$ cat src/rtl/subband_frame_serializer_if.sv
// Valid/ready stream carrying one scaled subband sample per transfer.
interface subband_frame_serializer_if #(
  parameter int OUT_W   = 16,
  parameter int FRAME_W = 8
);
  logic [OUT_W-1:0]   out_data;
  logic [3:0]         out_band;
  logic [FRAME_W-1:0] out_frame;
  logic               out_last;
  logic               out_valid;
  logic               out_ready;

  modport master (
    output out_data, out_band, out_frame, out_last, out_valid,
    input  out_ready
  );

  modport slave (
    input  out_data, out_band, out_frame, out_last, out_valid,
    output out_ready
  );
endinterface

$ cat src/rtl/subband_frame_serializer.sv
// Captures a frame of filterbank outputs on each decimation strobe, rounds and
// saturates every band, and streams the bands out over valid/ready through a
// two-slot ping-pong buffer. Frames arriving with both slots full are dropped
// and counted.
module subband_frame_serializer #(
  parameter int NUM_BANDS = 16,
  parameter int IN_W      = 25,
  parameter int OUT_W     = 16,
  parameter int SHIFT     = 9,
  parameter int FRAME_W   = 8
) (
  input  logic                      clk_en,
  input  logic                      reset,
  input  logic                      capture_strobe,
  input  logic [NUM_BANDS*IN_W-1:0] band_in,
  subband_frame_serializer_if.master out_if,
  output logic                      overrun,
  input  logic                      overrun_clr,
  output logic [FRAME_W-1:0]        drop_cnt
);

  localparam logic [0:0] ST_EMPTY  = 1'b0;
  localparam logic [0:0] ST_STREAM = 1'b1;

  localparam logic [3:0]            LAST_BAND = 4'(NUM_BANDS - 1);
  localparam logic signed [IN_W:0]  RND       = (IN_W+1)'((1 << SHIFT) >> 1);
  localparam logic signed [IN_W:0]  SAT_MAX   = (IN_W+1)'((1 << (OUT_W-1)) - 1);
  localparam logic signed [IN_W:0]  SAT_MIN   = (IN_W+1)'(-(1 << (OUT_W-1)));

  logic [OUT_W-1:0]   slot_q [2][NUM_BANDS];
  logic [OUT_W-1:0]   slot_d [2][NUM_BANDS];
  logic [FRAME_W-1:0] tag_q [2];
  logic [FRAME_W-1:0] tag_d [2];
  logic [OUT_W-1:0]   scaled [NUM_BANDS];

  logic [1:0]         full_q, full_d;
  logic               wr_ptr_q, wr_ptr_d;
  logic               rd_ptr_q, rd_ptr_d;
  logic [FRAME_W-1:0] tag_cnt_q, tag_cnt_d;
  logic [3:0]         band_idx_q, band_idx_d;
  logic [0:0]         state_q, state_d;
  logic               overrun_q, overrun_d;
  logic [FRAME_W-1:0] drop_cnt_q, drop_cnt_d;

  logic [OUT_W-1:0]   out_data_q, out_data_d;
  logic [3:0]         out_band_q, out_band_d;
  logic [FRAME_W-1:0] out_frame_q, out_frame_d;
  logic               out_last_q, out_last_d;
  logic               out_valid_q, out_valid_d;

  logic               xfer, release_slot;

  function automatic logic [OUT_W-1:0] scale_band(input logic [IN_W-1:0] x);
    logic signed [IN_W:0] sum;
    sum = $signed({x[IN_W-1], x}) + RND;
    sum = sum >>> SHIFT;
    if (sum > SAT_MAX)      return SAT_MAX[OUT_W-1:0];
    else if (sum < SAT_MIN) return SAT_MIN[OUT_W-1:0];
    else                    return sum[OUT_W-1:0];
  endfunction

  // Round and saturate every band of the incoming frame.
  always_comb begin
    for (int unsigned k = 0; k < NUM_BANDS; k++) begin
      scaled[k] = scale_band(band_in[k*IN_W +: IN_W]);
    end
  end

  // Buffer bookkeeping, capture/drop handling and output-side sequencing.
  // Output registers are loaded from the post-edge read position, so they
  // stay put during a stall and advance with no bubble between frames.
  always_comb begin
    slot_d      = slot_q;
    tag_d       = tag_q;
    full_d      = full_q;
    wr_ptr_d    = wr_ptr_q;
    rd_ptr_d    = rd_ptr_q;
    tag_cnt_d   = tag_cnt_q;
    band_idx_d  = band_idx_q;
    state_d     = state_q;
    overrun_d   = overrun_q;
    drop_cnt_d  = drop_cnt_q;

    xfer         = (state_q == ST_STREAM) && out_if.out_ready;
    release_slot = xfer && (band_idx_q == LAST_BAND);

    if (release_slot) begin
      full_d[rd_ptr_q] = 1'b0;
      rd_ptr_d         = ~rd_ptr_q;
      band_idx_d       = '0;
      state_d          = full_q[~rd_ptr_q] ? ST_STREAM : ST_EMPTY;
    end else if (xfer) begin
      band_idx_d = band_idx_q + 4'd1;
    end else if (state_q == ST_EMPTY && (full_q != 2'b00)) begin
      state_d = ST_STREAM;
    end

    if (overrun_clr) begin
      overrun_d  = 1'b0;
      drop_cnt_d = '0;
    end

    if (capture_strobe) begin
      // A slot being released on this edge is free for the new frame.
      if (!full_q[wr_ptr_q] || (release_slot && (wr_ptr_q == rd_ptr_q))) begin
        slot_d[wr_ptr_q] = scaled;
        tag_d[wr_ptr_q]  = tag_cnt_q;
        full_d[wr_ptr_q] = 1'b1;
        wr_ptr_d         = ~wr_ptr_q;
        tag_cnt_d        = tag_cnt_q + 1'b1;
      end else begin
        overrun_d = 1'b1;
        if (drop_cnt_d != '1) drop_cnt_d = drop_cnt_d + 1'b1;
      end
    end

    out_valid_d = (state_d == ST_STREAM);
    out_data_d  = '0;
    out_band_d  = '0;
    out_frame_d = '0;
    out_last_d  = 1'b0;
    if (state_d == ST_STREAM) begin
      out_data_d  = slot_q[rd_ptr_d][band_idx_d];
      out_band_d  = band_idx_d;
      out_frame_d = tag_q[rd_ptr_d];
      out_last_d  = (band_idx_d == LAST_BAND);
    end
  end

  // Control and output registers with synchronous reset.
  always_ff @(posedge clk_en) begin
    if (reset) begin
      full_q      <= '0;
      wr_ptr_q    <= 1'b0;
      rd_ptr_q    <= 1'b0;
      tag_cnt_q   <= '0;
      band_idx_q  <= '0;
      state_q     <= ST_EMPTY;
      overrun_q   <= 1'b0;
      drop_cnt_q  <= '0;
      out_data_q  <= '0;
      out_band_q  <= '0;
      out_frame_q <= '0;
      out_last_q  <= 1'b0;
      out_valid_q <= 1'b0;
    end else begin
      full_q      <= full_d;
      wr_ptr_q    <= wr_ptr_d;
      rd_ptr_q    <= rd_ptr_d;
      tag_cnt_q   <= tag_cnt_d;
      band_idx_q  <= band_idx_d;
      state_q     <= state_d;
      overrun_q   <= overrun_d;
      drop_cnt_q  <= drop_cnt_d;
      out_data_q  <= out_data_d;
      out_band_q  <= out_band_d;
      out_frame_q <= out_frame_d;
      out_last_q  <= out_last_d;
      out_valid_q <= out_valid_d;
    end
  end

  // Slot payload and tags; validity is tracked by full_q, so no reset needed.
  always_ff @(posedge clk_en) begin
    slot_q <= slot_d;
    tag_q  <= tag_d;
  end

  assign out_if.out_data  = out_data_q;
  assign out_if.out_band  = out_band_q;
  assign out_if.out_frame = out_frame_q;
  assign out_if.out_last  = out_last_q;
  assign out_if.out_valid = out_valid_q;
  assign overrun          = overrun_q;
  assign drop_cnt         = drop_cnt_q;

endmodule

$ cat src/flat_wrapper.sv
// flat-port wrapper written by rule: the top's interface ports become plain ports
module subband_frame_serializer_flat 
#(
  parameter int NUM_BANDS = 16,
  parameter int IN_W      = 25,
  parameter int OUT_W     = 16,
  parameter int SHIFT     = 9,
  parameter int FRAME_W   = 8
)
  (clk_en, reset, capture_strobe, band_in, overrun, overrun_clr, drop_cnt, out_if_out_data, out_if_out_band, out_if_out_frame, out_if_out_last, out_if_out_valid, out_if_out_ready);
  subband_frame_serializer_if #(.OUT_W(OUT_W), .FRAME_W(FRAME_W)) out_if_i ();
  input  logic clk_en;
  input  logic reset;
  input  logic capture_strobe;
  input  logic [NUM_BANDS*IN_W-1:0] band_in;
  output logic overrun;
  input  logic overrun_clr;
  output logic [FRAME_W-1:0] drop_cnt;
  output wire logic [$bits(out_if_i.out_data)-1:0] out_if_out_data;
  output wire logic [$bits(out_if_i.out_band)-1:0] out_if_out_band;
  output wire logic [$bits(out_if_i.out_frame)-1:0] out_if_out_frame;
  output wire logic [$bits(out_if_i.out_last)-1:0] out_if_out_last;
  output wire logic [$bits(out_if_i.out_valid)-1:0] out_if_out_valid;
  input wire logic [$bits(out_if_i.out_ready)-1:0] out_if_out_ready;
  assign out_if_out_data = out_if_i.out_data;
  assign out_if_out_band = out_if_i.out_band;
  assign out_if_out_frame = out_if_i.out_frame;
  assign out_if_out_last = out_if_i.out_last;
  assign out_if_out_valid = out_if_i.out_valid;
  assign out_if_i.out_ready = out_if_out_ready;
  subband_frame_serializer #(.NUM_BANDS(NUM_BANDS), .IN_W(IN_W), .OUT_W(OUT_W), .SHIFT(SHIFT), .FRAME_W(FRAME_W)) u_core (.clk_en(clk_en), .reset(reset), .capture_strobe(capture_strobe), .band_in(band_in), .out_if(out_if_i), .overrun(overrun), .overrun_clr(overrun_clr), .drop_cnt(drop_cnt));
endmodule
$ cat config.mk
export PLATFORM = sky130hd
export DESIGN_NAME = subband_frame_serializer_flat
export DESIGN_NICKNAME = d
export VERILOG_FILES = /design/src/rtl/subband_frame_serializer_if.sv /design/src/rtl/subband_frame_serializer.sv /design/src/flat_wrapper.sv
export SDC_FILE = /design/constraint.sdc
export NUM_CORES = 1
export LEC_CHECK = 0
export BUFFER_PORTS_ARGS = -buffer_cell sky130_fd_sc_hd__buf_2
export CAP_MARGIN = 20
export CORE_UTILIZATION = 52
export DETAILED_ROUTE_END_ITERATION = 8
export HOLD_SLACK_MARGIN = 0.12
export PLACE_DENSITY = 0.75
export SLEW_MARGIN = 20
export SYNTH_ARGS = -nofsm -noshare
export SYNTH_HDL_FRONTEND = slang
export SYNTH_SLANG_ARGS = --single-unit
export TNS_END_PERCENT = 5
$ cat constraint.sdc
create_clock -name clk_en -period 13 [get_ports clk_en]
set_clock_uncertainty 0.2 [all_clocks]
set_input_delay 0.65 -clock clk_en [delete_from_list [all_inputs] [get_ports clk_en]]
set_output_delay 0.65 -clock clk_en [all_outputs]
set_load 0.03 [all_outputs]
* Word-level counts from Yosys, hierarchy flattened
Cells that the tools add are included.
** Operators by class
- Multiplexer cells :: 72
- Bitwise operators :: 10
- $lt $le $gt $ge :: 41
- Reduce and logical (&&, ||, !) cells :: 12
- Equal/unequal tests :: 4
- Add/subtract/negate cells :: 19
** Operators with widths (number)
- 256-bit two-way mux :: 4
- 16-bit two-way mux :: 34
- 512-bit bitwise mux :: 1
- 25-bit by 10-bit adder with 26-bit output (second input constant) :: 16
- 17-bit by 16-bit > comparator with 1-bit output (second input constant) :: 16
- 17-bit by 16-bit < comparator with 1-bit output (second input constant) :: 16
- 256-bit demux with 1-bit select :: 1
- 16-bit binary-select mux with 4-bit select :: 1
- 8-bit two-way mux :: 8
- 8-bit by 1-bit adder with 8-bit output (second input constant) :: 2
- 16-bit bitwise mux :: 1
- 1-bit two-way mux :: 14
- 8-bit demux with 1-bit select :: 1
- 4-bit equality test (second input constant) :: 2
- 4-bit two-way mux :: 2
- 8-bit inequality test (second input constant) :: 1
- 1-bit logical AND :: 7
- 1-bit by 2-bit < comparator with 1-bit output (second input constant) :: 3
- 2-bit two-way mux :: 3
- 5-bit >= comparator (second input constant) :: 1
- 4-bit inverter with 5-bit output :: 1
- 4-bit by 1-bit adder with 4-bit output (second input constant) :: 1
- 2-bit >= comparator (second input constant) :: 2
- 1-bit inverter :: 4
- 13 further kinds :: 16
** Storage, ports and cells
- Input bits :: 405
- Output and inout port bits :: 39
- Register bits :: 583
- Logic and storage cells :: 204

* Logic depth before layout (Yosys ltp)
- Depth after elaboration :: 10
- Mapped depth :: 11
- Mapped depth without buffers :: 7

* Least setup slack after synthesis
No wires, ideal clock.
- Path type :: input port to flip-flop
- From :: input out_if_out_ready
- To :: register u_core.slot_q[256] (netlist name) (enable)
- Data arrival time :: 13.183 ns
- Required time :: 11.875 ns
- Path buffers :: 3
- Cell stages on the path :: 7
- Library setup time :: 0.925 ns
- Slack :: -1.308 ns
- Cell sequence :: clkbuf_2 -> and2_1 -> buf_6 -> nand2_1 -> clkbuf_1 -> o21ai_0 -> nor2b_1
** Between the ends
- Word-level cells in the longest chain between the ends :: 5
** Ends and longest elaborated chain
- from (decl) :: RTL line flat_wrapper.sv:24 : input wire logic [$bits(out_if_i.out_ready)-1:0] out_if_out_ready;
- 1-bit logical AND :: RTL line subband_frame_serializer.sv:84 : xfer = (state_q == ST_STREAM) && out_if.out_ready;
- 1-bit logical AND :: RTL line subband_frame_serializer.sv:85 : release_slot = xfer && (band_idx_q == LAST_BAND);
- 1-bit logical AND :: RTL line subband_frame_serializer.sv:105 : if (!full_q[wr_ptr_q] || (release_slot && (wr_ptr_q == rd_ptr_q))) begin
- 1-bit logical OR :: RTL line subband_frame_serializer.sv:105
- 2-bit AND reduction (no line)
- to (signal assigned) :: RTL line subband_frame_serializer.sv:165 : slot_q <= slot_d;
- to (decl) :: RTL line subband_frame_serializer.sv:30 : logic [OUT_W-1:0] slot_q [2][NUM_BANDS];
Every way passes these cells.
A chain may end at the register's enable or synchronous reset.

* Worst setup path in the final report
- From :: register u_core.band_idx_q[0]
- To :: register u_core.slot_q[276] (netlist name) (enable)
** Between the ends
- Word-level cells in the longest chain between the ends :: 5
** Ends and longest elaborated chain
- from (decl) :: RTL line subband_frame_serializer.sv:40 : logic [3:0] band_idx_q, band_idx_d;
- from (signal assigned) :: RTL line subband_frame_serializer.sv:151 : band_idx_q <= band_idx_d;
- 4-bit equality test :: RTL line subband_frame_serializer.sv:85
- 1-bit logical AND :: RTL line subband_frame_serializer.sv:85
- 1-bit logical AND :: RTL line subband_frame_serializer.sv:105
- 1-bit logical OR :: RTL line subband_frame_serializer.sv:105
- 2-bit AND reduction (no line)
Every way passes these cells.

==> metrics.txt <==
measured slew at the worst slew-check pin=1.22 ns; number of remaining DRC errors=0; CTS sink count=583; asr flop ratio synth=0%; worst skew pair latency=0.61 ns; CTS-repair resized insts=0; area of the die=0.0594 mm2; CTS tree=yes; share of cells above drive strength 1=18.1%; Yosys reg bits=583; worst path arrival time=5.61 ns; # fillers=4,560; Max Fclk=179 MHz; Die Y=244 um; area of the core=0.0577 mm2; Hold Path Class=primary input to flip-flop; largest net degree at the start of global routing=188; die width=244 um; Synth Flop Type=edfxtp_1; DR WL/cell=23.0 um; Seq/Total Area, Yosys=55.8%; Max-cap violations=0; critical path capture point type=flip-flop; largest cells by area after synthesis=edfxtp_1 52%, nand2_1 4.9%, mux4_2 4.8%; row cnt=88; Placed Instances=3,597; CTS clk-pin slew, worst paths=0.06 ns; half-perimeter wire length after placement=60,000 um; maximum VDD drop=0.115 mV; Worst Path Max Fanout=99; Hold-fix buffers, CTS=0; WS Path Type=flip-flop to flip-flop; GRT Overall Usage=28.1%; syn nets=3,081; post-synthesis cell count=2,657; DR iter-0 viols=2,494; slew margin rel.=18.5%; Vias/cell=6.35; first-pass GRT wire length=129,000 um; unrepaired setup endpoints after global routing=no; H-tree levels=2; max-slew violation count=0; Finished Layout Cells=3,705; total grt overflow=0; Root Driver=clkbuf_16; Initial Utilization=52.7%; Final nets=3,314; area grow syn2layout=13.2%; drt first pass iters=9; WP data required=13.03 ns; synth warn=0; IO Port Bufs=315; final setup fails=0; final hold vios=0; vias in the first global route=22,300; setup_tns=0 ns; WL final=85,300 um; PD cells=131 mW/mm2; post-route ant nets=0; post-synthesis average cell area=11.4 um2; CTS buffer count=56; boundary pin count=444; Post-synth EDFFs=528; initial antenna violation count=17; CP Launch Type=flip-flop; Placer Congestion=0.948; Setup Buffers After CTS=0; synth unique cells=74; Yosys top cell area share=52.2%; final cycle utilization of the critical path=42.9%; Vias=23,500; cell taking the most area after synthesis=edfxtp_1; minimum clock period=5.58 ns; CTS Buffer Depth=3; Mapped Area=0.0304 mm2; status=finished clean; LEAKAGE=12.3 nW
==> registers in the layout, summed over array words and instances (netlist names), 2 cells and up <==
signal	flops
u_core.full_q	2
u_core.out_if.out_band	4
u_core.tag_cnt_q	8
u_core.out_if.out_frame	8
u_core.tag_q	16
u_core.drop_cnt	8
u_core.out_if.out_data	16
u_core.band_idx_q	4
u_core.slot_q	512
==> kinds of logic (layout without fill, tap and decap cells) <==
group,after synthesis,in the layout,share of synthesized area [%]
compound gates,580,580,12.9
mux,102,102,6.05
fa+ha+maj,19,19,0.782
other cells,0,4,0
simple gates,972,972,15.6
buf+inv,188,467,2.73
flops,583,583,55.8
xor+xnor,213,213,6.16
==> Yosys cell counts, types with 23 or more instances <==
library cell	instances
edfxtp_1	528
nand2_1	400
nand3_1	212
o21ai_0	177
xor2_1	120
and3_1	114
clkbuf_1	105
a21oi_1	97
xnor2_1	92
nor2_1	80
mux4_2	65
dfxtp_1	55
nand4_1	42
buf_2	37
a211oi_1	36
a22oi_1	35
mux2i_1	34
a32oi_1	32
and4_1	32
a221oi_1	31
o2111ai_1	31
inv_1	24
and2_1	23
==> cell usage in the layout, fill, tap and decap left out, types with 31 or more instances in the layout <==
cell	instances
xnor2_1	92
a22oi_1	35
mux2i_1	34
clkbuf_16	57
o2111ai_1	31
nand2_1	399
a211oi_1	36
nand4_1	42
nor2_1	80
edfxtp_1	528
mux4_2	65
o21ai_0	177
and3_1	114
dfxtp_1	53
a221oi_1	31
and4_1	32
a32oi_1	32
a21oi_1	97
buf_2	315
nand3_1	212
xor2_1	120
==> where the power goes <==
part | internal [W] | total, W | switching (W) | leakage [nW]
sequential | 0.00218 | 0.00223 | 0.0000520 | 5.36
clock | 0.00104 | 0.00173 | 0.000694 | 0.958
combinational | 0.000204 | 0.000560 | 0.000356 | 5.99
total | 0.00342 | 0.00452 | 0.00110 | 12.3
==> layer usage <==
layer	up-vias	global-route usage, %	part of all wire [%]
met2	1148	47.8	49
met5	-	0	0.21
met4	26	8.42	3.0
li1	10600	-	-
met3	150	5.38	9.1
met1	11600	36.5	39
==> worst max-delay path, stage by stage, from the launching register on <==
cell and delay [ns]:
dfxtp_4 0.96, ha_1 0.45, and3_1 0.54, nand2_1 0.60, o21ai_0 0.52, nor2b_4 0.23
buf_6 0.59, buf_4 0.91
==> layout make-up <==
cell class              instances  area (um2)  share of cell area, %
flip-flops and latches        583       17000                   49.3
multi-input cells            1886       12600                   36.7
repair buffers                339        1780                   5.16
clock buffers                  69        1500                   4.36
well taps                     765         957                   2.78
clock inverters                35         463                   1.35
inverters                      24        90.1                  0.262
diodes                          4        10.0                 0.0291
==> metrics by stage <==
stage | total power [W] | hold WS, ns | util, % | cell area, um2 | setup WS (ns)
floorplan | 0.00262 | 0.245 | - | 30400 | -1.13
global placement | 0.00279 | 0.256 | 56.2 | 32400 | 7.45
detailed placement | 0.00282 | 0.276 | 56.2 | 32400 | 7.29
CTS | 0.00453 | 0.120 | 59.6 | 34400 | 7.22
global route | 0.00466 | 0.159 | 59.6 | 34400 | 7.14
finish | 0.00452 | 0.157 | 59.6 | 34400 | 7.42
==> worst paths after layout <==
path	start	to	slack, ns	cells after the start
max reg2reg	u_core.band_idx_q[0]	u_core.slot_q[276]	7.42	7
min	overrun_clr	u_core.drop_cnt[3]	0.16	2
max	u_core.band_idx_q[0]	u_core.slot_q[276]	7.42	7
min reg2reg	u_core.tag_cnt_q[7]	u_core.tag_q[15]	0.29	0
Note: power is estimated with default switching activity, not from simulation.
